<file path="config.mk">
export PLATFORM = sky130hd
export DESIGN_NAME = simple_counter_mod
export DESIGN_NICKNAME = d
export VERILOG_FILES = /design/src/rtl/simple_counter_mod.sv
export SDC_FILE = /design/constraint.sdc
export NUM_CORES = 1
export LEC_CHECK = 0
export BUFFER_PORTS_ARGS = -buffer_cell sky130_fd_sc_hd__buf_2
export CAP_MARGIN = 20
export CORE_UTILIZATION = 54
export CTS_CLUSTER_SIZE = 14
export DETAILED_ROUTE_END_ITERATION = 10
export GPL_ROUTABILITY_DRIVEN = 0
export PLACE_DENSITY = 0.93
export SETUP_SLACK_MARGIN = 0.05
export SYNTH_ARGS = -nofsm -noshare
export SYNTH_HDL_FRONTEND = slang
export SYNTH_SLANG_ARGS = --single-unit
</file>
<file path="constraint.sdc">
create_clock -name clk -period 4.29 [get_ports clk]
set_clock_uncertainty 0.15 [all_clocks]
set_input_delay 0.429 -clock clk [delete_from_list [all_inputs] [get_ports clk]]
set_output_delay 0.429 -clock clk [all_outputs]
set_load 0.01 [all_outputs]
</file>
<file path="src/rtl/simple_counter_mod.sv">
// Parametrised modulo up/down counter with prescaled clock-enable, synchronous
// clear/load, a one-cycle terminal-count pulse and a sticky overflow flag.
module simple_counter_mod #(
  parameter int unsigned WIDTH    = 8,
  parameter int unsigned MODULUS  = 2 ** WIDTH,
  parameter int unsigned PRESCALE = 1
) (
  input  logic             clk,
  input  logic             rst_n,
  input  logic             en,
  input  logic             up,
  input  logic             sat,
  input  logic             clr,
  input  logic             load,
  input  logic [WIDTH-1:0] load_val,
  input  logic             ovf_clr,
  output logic [WIDTH-1:0] count,
  output logic             tc,
  output logic             ovf
);

  localparam int unsigned PW = (PRESCALE > 1) ? $clog2(PRESCALE) : 1;

  localparam logic [WIDTH-1:0] CMAX  = WIDTH'(MODULUS - 1);
  localparam logic [WIDTH-1:0] C_ONE = WIDTH'(1);
  localparam logic [PW-1:0]    PMAX  = PW'(PRESCALE - 1);
  localparam logic [PW-1:0]    P_ONE = PW'(1);

  typedef enum logic [1:0] {
    OP_HOLD,
    OP_CLR,
    OP_LOAD,
    OP_STEP
  } op_e;

  op_e              op;
  logic [PW-1:0]    presc;
  logic [PW-1:0]    presc_nxt;
  logic [WIDTH-1:0] count_nxt;
  logic             tc_nxt;
  logic             ovf_nxt;
  logic             at_bound;
  logic             boundary;

  // Per-edge operation, in priority order; reset is handled in the register.
  always_comb begin
    op = OP_HOLD;
    if (clr) begin
      op = OP_CLR;
    end else if (load) begin
      op = OP_LOAD;
    end else if (en && (presc == PMAX)) begin
      op = OP_STEP;
    end
  end

  always_comb begin
    count_nxt = count;
    presc_nxt = presc;
    boundary  = 1'b0;
    at_bound  = up ? (count == CMAX) : (count == '0);

    unique case (op)
      OP_CLR: begin
        count_nxt = '0;
        presc_nxt = '0;
      end
      OP_LOAD: begin
        count_nxt = (load_val > CMAX) ? CMAX : load_val;
        presc_nxt = '0;
      end
      OP_STEP: begin
        presc_nxt = '0;
        boundary  = at_bound;
        if (at_bound) begin
          // Boundary step: hold in saturate mode, otherwise wrap to the far end.
          if (!sat) begin
            count_nxt = up ? '0 : CMAX;
          end
        end else begin
          count_nxt = up ? (count + C_ONE) : (count - C_ONE);
        end
      end
      OP_HOLD: begin
        if (en) begin
          presc_nxt = presc + P_ONE;
        end
      end
      default: begin
        count_nxt = count;
      end
    endcase

    tc_nxt  = boundary;
    ovf_nxt = boundary | (ovf & ~ovf_clr);
  end

  always_ff @(posedge clk) begin
    if (!rst_n) begin
      count <= '0;
      presc <= '0;
      tc    <= 1'b0;
      ovf   <= 1'b0;
    end else begin
      count <= count_nxt;
      presc <= presc_nxt;
      tc    <= tc_nxt;
      ovf   <= ovf_nxt;
    end
  end

endmodule

</file>
==> results.json <==
{
  "outcome": "completed",
  "tightest_slew_ns": 0.495,
  "numCtsBuffers": 3,
  "grt_pass1_vias": 935,
  "grt-ovfl-total": 0,
  "grt_start_max_net_pins": 12,
  "antenna_cells": 0,
  "cts_root_buf": "clkbuf_4",
  "drv_cap": 0,
  "p_int_mw": 0.181,
  "relSlewSlack_pct": 66.8,
  "tns_ns": 0,
  "reg2reg_to": "count[6]$_SDFFE_PN0P_",
  "synth_top_area_share_pct": 25.1,
  "drc": 0,
  "drt_iter0_drc": 49,
  "cts_tree": "yes",
  "crit_chain": "inv_1 -> fa_1 -> nand2b_1 -> a21boi_0 -> o21a_1 -> o311ai_0 -> a221o_1",
  "hold_path_end": "presc$_SDFFE_PN0P_",
  "final_max_slew_viol_count": 0,
  "swShare_pct": 34.0,
  "synth-seq-cells": 11,
  "clock_latency_ns": 0.27,
  "ys_types": 45,
  "p_leak_nw": 0.484,
  "critPathKind": "register to register",
  "power_frac_clock_pct": 26.6,
  "cp_data_required_time_ns": 4.30,
  "viasPerCell": 6.61,
  "cts_sinks": 11,
  "netSwitchingPower_mw": 0.0932,
  "period_needed_ns": 2.40,
  "syn-num-nets": 126,
  "min_period_over_period_pct": 56.0,
  "io_buffer_count": 25,
  "postCtsSetupRepairBufs": 0,
  "synth_flop_cell": "dfxtp_1",
  "antenna_found_initial": 0,
  "ant_nets": 0,
  "powerDensity_mw_per_mm2": 263,
  "hold_viol_final": 0,
  "io_pins": 26,
  "crit_slowest_cell": "dfxtp_1",
  "htreeDepth": 1,
  "setup_viol": 0,
  "nets": 155,
  "hold_ws_ns": 0.190,
  "seq_area_frac_synth_pct": 25.1,
  "ctsLongestPathBuffers": 2,
  "syn_to_final_growth_pct": 19.0,
  "grt_usage_pct": 31.3,
  "cts_hold_buf": 0,
  "max_freq_mhz": 416,
  "reg2reg_depth": 7,
  "pwr-share-comb_pct": 32.1,
  "yosys.area.top_type": "dfxtp_1",
  "dr.pass1.iters": 4,
  "cp-end-kind": "register",
  "max_stage_delay_ns": 0.43,
  "start_util_pct": 58.1,
  "synthTopCellsByArea": "dfxtp_1, ha_1, mux2i_1",
  "synth-async-reset-ratio_pct": 0,
  "min-delay-start": "en",
  "grt_pass1_wl_um": 4260,
  "rrSetupSlack_ns": 1.89,
  "drt_wl_total_um": 2380,
  "dieArea_mm2": 0.00179,
  "start_kind": "register",
  "r2r_start": "count[0]$_SDFFE_PN0P_",
  "crit_fanout": 6,
  "cp_data_arrival_time_ns": 2.42,
  "synth_cells": 103,
  "rsz0062_at_grt": "no",
  "cts_resized": 0,
  "die_w_um": 42.3,
  "ir_drop_uv": 175,
  "p_total_mw": 0.274,
  "synth_area_um2": 876,
  "hold_depth": 2,
  "fp.dieH_um": 42.3,
  "avgSynthCellArea_um2": 8.50,
  "clk_pin_slew_ns": 0.07,
  "hp-class": "primary input to register",
  "yosys_warnings": 0,
  "rows": 14,
  "dpl.hpwl_um": 1770,
  "p_seq_share_pct": 41.3,
  "synth_edf_count": 0,
  "drive_gt1_share_pct": 31.3,
  "vias": 972,
  "wl_per_cell_um": 16.2,
  "core-area_mm2": 0.00151
}
## critical path: cells and delay by family, from the launching register on
kind            cells  cell delay (ns)
compound gates      4             1.03
flops               1             0.43
fa+ha+maj           1             0.41
simple gates        1             0.17
buf+inv             1             0.10
## power by group through the flow
| stage | combinational [mW] | sequential (mW) | clock, mW |
|---|---|---|---|
| floorplan | 0.0578 | 0.117 | 0 |
| global placement | 0.0807 | 0.115 | 0 |
| detailed placement | 0.0845 | 0.115 | 0 |
| CTS | 0.0859 | 0.113 | 0.0728 |
| global route | 0.0973 | 0.114 | 0.0788 |
| finish | 0.0881 | 0.113 | 0.0728 |
## worst max path at each step
stage,startpoint,endpoint,slack [ns],depth (start not counted)
6_report,count[0]$_SDFFE_PN0P_,count[6]$_SDFFE_PN0P_,1.89,7
5_1_grt,count[0]$_SDFFE_PN0P_,count[6]$_SDFFE_PN0P_,1.72,7
4_1_cts,count[0]$_SDFFE_PN0P_,count[6]$_SDFFE_PN0P_,1.93,7
3_5_place_dp,up,count[6]$_SDFFE_PN0P_,1.93,7
3_3_place_gp,up,count[6]$_SDFFE_PN0P_,2.00,7
2_1_floorplan,count[0]$_SDFFE_PN0P_,count[6]$_SDFFE_PN0P_,2.12,7
## metal layers
metal	global-route usage, %	wire length, um
met2	49.2	1140
met5	0	0
met4	20.6	99
met1	36.6	909
met3	9.05	233
## Yosys cell counts (2+ instances only)
cell type and number:
o21ai_0 4, and3_1 2, nor2_1 4, a21oi_1 7, nand2b_1 3, dfxtp_1 11, nor3_1 5, nand3_1 5
and2b_2 2, nor4_1 2, inv_1 8, ha_1 6, o31ai_1 2, mux2i_1 5, o22ai_1 4, nand2_1 4
## through the flow
stage               util [%]  instances  setup WS [ns]  cell area, um2
finish                  69.2        147           1.89            1040
global route            69.2        147           1.72            1040
global placement        67.4        143           2.00            1020
detailed placement      67.4        143           1.93            1020
CTS                     69.2        147           1.93            1040
floorplan                  -        103           2.12             876
## final cells by class
type                            instances  area [um2]
Clock buffer                            4        26.3
Fill cell                             135         464
Inverter                                8        30.0
Multi-Input combinational cell         83         621
Sequential cell                        11         220
Tap cell                               16        20.0
Timing Repair Buffer                   25         125
## state kept, by name, indices dropped and copies added (netlist names)
name / count
tc: 1
presc: 1
ovf: 1
count: 8
## layout by cell type, fill, tap and decap left out, drive strengths merged, types with 4 or more instances in the layout
master and instances:
nand3 6, a21oi 7, nand2 5, clkbuf 4, nor2 5, inv 8
o22ai 4, nor3 5, o21ai 4, dfxtp 11, mux2i 5, ha 6
buf 25
## cell families (layout without fill, tap and decap cells)
kind of cell | after synthesis | in the layout | synth area share, %
compound gates | 32 | 32 | 27.0
fa+ha+maj | 7 | 7 | 10.9
mux | 5 | 5 | 5.71
flops | 11 | 11 | 25.1
xor+xnor | 1 | 1 | 1.00
simple gates | 38 | 38 | 26.3
buf+inv | 9 | 37 | 4.00
Power figures use the tool's default switching activity.
